===== src/rtl/mem_wb_writeback.sv =====
// Memory-to-writeback pipeline stage: load alignment/extension, r0 and misalignment write suppression.
// Optional macro WB_LATE_FWD_EN adds a one-cycle-delayed copy of the write port for late forwarding.
module mem_wb_writeback #(
   parameter int DW = 32,
   parameter int AW = 5
) (
   input  logic          clk,
   input  logic          rst_n,
   input  logic          in_valid,
   output logic          in_ready,
   input  logic          stall,
   input  logic          flush,
   input  logic [AW-1:0] in_rd,
   input  logic          in_rf_le,
   input  logic          in_load,
   input  logic [1:0]    in_size,
   input  logic          in_signed,
   input  logic [1:0]    in_addr_lo,
   input  logic [DW-1:0] in_alu_out,
   input  logic [DW-1:0] in_mem_data,
   output logic [AW-1:0] RW,
   output logic [DW-1:0] PW,
   output logic          LE,
   output logic          wb_valid,
   output logic          trap_misalign
`ifdef WB_LATE_FWD_EN
   ,
   output logic [AW-1:0] fwd2_rd,
   output logic [DW-1:0] fwd2_data,
   output logic          fwd2_valid
`endif
);

   logic          capture;
   logic          misaligned;
   logic [7:0]    byteLane;
   logic [15:0]   halfLane;
   logic [DW-1:0] loadData;
   logic [DW-1:0] pw_d;
   logic          le_d;

   logic [AW-1:0] rw_q;
   logic [DW-1:0] pw_q;
   logic          le_q;
   logic          valid_q;
   logic          trap_q;

   assign in_ready = ~stall;
   assign capture  = in_valid & ~stall & ~flush;

   // Big-endian lane selection: offset 0 is the most significant byte.
   always_comb begin
      byteLane = in_mem_data[31:24];
      case (in_addr_lo)
         2'd0: byteLane = in_mem_data[31:24];
         2'd1: byteLane = in_mem_data[23:16];
         2'd2: byteLane = in_mem_data[15:8];
         2'd3: byteLane = in_mem_data[7:0];
         default: byteLane = in_mem_data[31:24];
      endcase
      halfLane = in_addr_lo[1] ? in_mem_data[15:0] : in_mem_data[31:16];
   end

   always_comb begin
      loadData = in_mem_data;
      case (in_size)
         2'b00:   loadData = {{(DW-8){in_signed & byteLane[7]}}, byteLane};
         2'b01:   loadData = {{(DW-16){in_signed & halfLane[15]}}, halfLane};
         default: loadData = in_mem_data;
      endcase
   end

   always_comb begin
      misaligned = 1'b0;
      if (in_load) begin
         if (in_size == 2'b01) begin
            misaligned = in_addr_lo[0];
         end else if (in_size[1]) begin
            misaligned = (in_addr_lo != 2'b00);
         end
      end
      pw_d = in_load ? loadData : in_alu_out;
      le_d = in_rf_le & (in_rd != '0) & ~misaligned;
   end

   // Bubbles clear the flags but leave RW/PW holding their previous values.
   always_ff @(posedge clk) begin
      if (!rst_n) begin
         rw_q    <= '0;
         pw_q    <= '0;
         le_q    <= 1'b0;
         valid_q <= 1'b0;
         trap_q  <= 1'b0;
      end else if (capture) begin
         rw_q    <= in_rd;
         pw_q    <= pw_d;
         le_q    <= le_d;
         valid_q <= 1'b1;
         trap_q  <= misaligned;
      end else begin
         le_q    <= 1'b0;
         valid_q <= 1'b0;
         trap_q  <= 1'b0;
      end
   end

   assign RW            = rw_q;
   assign PW            = pw_q;
   assign LE            = le_q;
   assign wb_valid      = valid_q;
   assign trap_misalign = trap_q;

`ifdef WB_LATE_FWD_EN
   logic [AW-1:0] fwdRd_q;
   logic [DW-1:0] fwdData_q;
   logic          fwdValid_q;

   // Lets the operand stage bypass a value committed in the cycle just before its read.
   always_ff @(posedge clk) begin
      if (!rst_n) begin
         fwdRd_q    <= '0;
         fwdData_q  <= '0;
         fwdValid_q <= 1'b0;
      end else begin
         fwdRd_q    <= rw_q;
         fwdData_q  <= pw_q;
         fwdValid_q <= le_q;
      end
   end

   assign fwd2_rd    = fwdRd_q;
   assign fwd2_data  = fwdData_q;
   assign fwd2_valid = fwdValid_q;
`endif

endmodule


===== config.mk =====
export PLATFORM = sky130hd
export DESIGN_NAME = mem_wb_writeback
export DESIGN_NICKNAME = d
export VERILOG_FILES = /design/src/rtl/mem_wb_writeback.sv
export SDC_FILE = /design/constraint.sdc
export NUM_CORES = 1
export LEC_CHECK = 0
export ABC_AREA = 1
export CORE_UTILIZATION = 40
export CTS_CLUSTER_SIZE = 40
export DETAILED_ROUTE_END_ITERATION = 16
export GPL_TIMING_DRIVEN = 0
export PLACE_DENSITY = 0.87
export SYNTH_ARGS = -nofsm -noshare
export SYNTH_HDL_FRONTEND = slang
export SYNTH_SLANG_ARGS = --single-unit

===== constraint.sdc =====
create_clock -name clk -period 1.6 [get_ports clk]
set_input_delay 0.32 -clock clk [delete_from_list [all_inputs] [get_ports clk]]
set_output_delay 0.32 -clock clk [all_outputs]
set_load 0.01 [all_outputs]

==> reports/results.tsv <==
metric	value	unit
Post-Syn Instances	363	
share of cells above drive strength 1	12.9	%
die area	6290	um^2
reg2reg start	PW[7]	
FF+latch count, synth	40	
Fillers	477	
Comb power frac	27.7	%
R2R setup slack	0.88	ns
most frequent cells in the layout	clkdlybuf4s50_1, nand2_1, a21oi_1	
Min Hold Slack	0.402	ns
synthesized cell area	2390	um^2
mean post-synth cell area	6.59	um^2
Clock Power Share	32.6	%
pre-CTS WS	-0.549	ns
synthesis warning total	0	
area added between synthesis and finish	60.5	%
clock skew	0	ns
ant diodes	0	
final worst slack	0.0610	ns
RSZ-0062 raised after global routing	false	
DRT Pass-1 Iters	4	
DRC violations left	0	
# clock sinks	40	
sequential power share	39.7	%
WP data arrival	1.22	ns
FMAX	0.650	GHz
placement-stage cell area	3660	um^2
gpl congestion	0.950	
I/O Pins	122	
Via-to-Cell Ratio	5.29	
total CTS buffers	5	
kind of cell adding the most delay to the critical path	buffers and inverters	
initial antenna violation count	0	
Rel. slew slack	69.6	%
H-tree depth	2	
gr ovfl total	0	
setup TNS	0	ns
hold depth	3	
fin util	68.0	%
Post-Layout Inst Area	3840	um^2
die height	79.3	um
Slowest cell on crit path	clkdlybuf4s50_1	
share of the synthesized area in the top cell type	33.5	%
Power Internal	1.91	mW
vias in the first global route	2939	
Max Buffers Root-to-Sink	2	
FF-to-FF End	PW[7]	
Core ar.	5640	um^2
insertion delay to the later sink of the worst-skew pair	0.29	ns
CP Capture Type	primary output	
remaining antenna violation count after routing	0	
Synth area leader	dfxtp_1	
DR vias	2975	
Setup-failing EPs final	0	
Slew Viols, Final	0	
total track usage	27.1	%
die width	79.3	um
CTS tree	built	
min-delay src	rst_n	
Final #Nets	570	
status	finished clean	
final hold vios	0	
wire per inst	15.2	um
maximum VDD drop	0.417	mV
net switching power	782	uW
Initial Utilization	42.4	%
fin crit period	1.54	ns
final non-filler cell total	562	
Data required, critical path	1.28	ns
largest net degree at the start of global routing	20	
syn_nets	444	
total power	2.69	mW
Crit Path Class	reg -> out	
clock slew at reported path FFs	0.09	ns
path depth of the worst reg2reg path	2	
row cnt	27	
first-pass GRT wire length	13400	um
Root Driver	clkbuf_8	
hpwl dp	6540	um
most common cell after layout, fill and taps aside	clkdlybuf4s50_1	
sw frac	29.0	%
P per Cell Area	702	nW/um^2
type of origin of the critical path	register	
Worst-Margin Slew	0.457	ns
max incr delay on CP	0.56	ns
total placed cells including tap cells	553	
DRT iter0 DRCs	210	
leakage power	1.65	nW
share of the clock period used by the worst path	96.2	%
post-synthesis sequential area ratio	33.5	%
Hold Crit Endpoint	PW[24]	
crit-path max FO	2	
synth unique cells	25	
PortBufs	118	
worst-path cell chain	clkdlybuf4s50_1	
Hold Path Class	in -> reg	
CP Buf/Inv Count	1	
Max-Cap Viols	0	
Synth area leaders	dfxtp_1, a21oi_1, nand2_1	
final wirelength	8560	um
registers in the layout, indices dropped and copies added (netlist names):
register and count:
wb_valid 1, trap_misalign 1, RW 5, LE 1
PW 32
cell type report:
type | instances | area (um^2) | share of cell area (%)
Inverter | 15 | 56.3 | 1.47
Timing Repair Buffer | 120 | 1210 | 31.4
Clock inverter | 3 | 46.3 | 1.21
Sequential cell | 40 | 801 | 20.9
Buffer | 26 | 164 | 4.27
Multi-Input combinational cell | 281 | 1410 | 36.6
Tap cell | 72 | 90.1 | 2.35
Clock buffer | 5 | 68.8 | 1.79
layer usage:
metal | track usage (%) | part of all wire [%] | vias up
met2 | 46.5 | 47 | 133
met1 | 33.2 | 43 | 1344
met4 | 9.82 | 2.5 | 0
li1 | - | - | 1475
met3 | 5.75 | 7.8 | 23
met5 | 0 | 0 | -
kinds of logic after synthesis:
family	share of synthesized area (%)
and+or+nand+nor	31.0
AOI/OAI and AO/OA	26.8
buffers and inverters	8.63
DFF	33.5
cells in the mapped netlist, drive strengths merged:
| master | instances |
|---|---|
| dfxtp | 40 |
| a21oi | 67 |
| nand3 | 27 |
| nand2 | 81 |
| nor2 | 27 |
| clkbuf | 14 |
| buf | 13 |
| nand4 | 1 |
| o21ai | 41 |
| o221ai | 6 |
| or2 | 21 |
| inv | 15 |
| nor4 | 1 |
| a211oi | 1 |
| o211ai | 1 |
| nor3 | 3 |
| a21boi | 4 |
what timing repair did:
action                                  in CTS  in global routing
hold buffers                                 0                  0
pin swaps                                    1                  0
endpoints found under the setup margin      38                 30
setup buffers                                2                  0
gates resized for setup                      5                 17
how the worst max path moves through the flow:
stage / to / depth (start not counted) / startpoint
2_1_floorplan: PW[8] / 10 / in_addr_lo[1]
3_3_place_gp: PW[6] / 6 / stall
3_5_place_dp: PW[7] / 6 / stall
4_1_cts: PW[7] / 7 / in_valid
5_1_grt: PW[7] / 8 / in_valid
6_report: PW[23] / 1 / PW[23]
power groups by stage:
stage               logic (mW)  registers [mW]  clock network, mW
floorplan                0.307            1.11                  0
global placement         0.706            1.09                  0
detailed placement       0.720            1.09                  0
CTS                      0.730            1.07              0.878
global route             0.809            1.08              0.922
finish                   0.746            1.07              0.878
No activity file was read; power rests on OpenSTA's default activity.
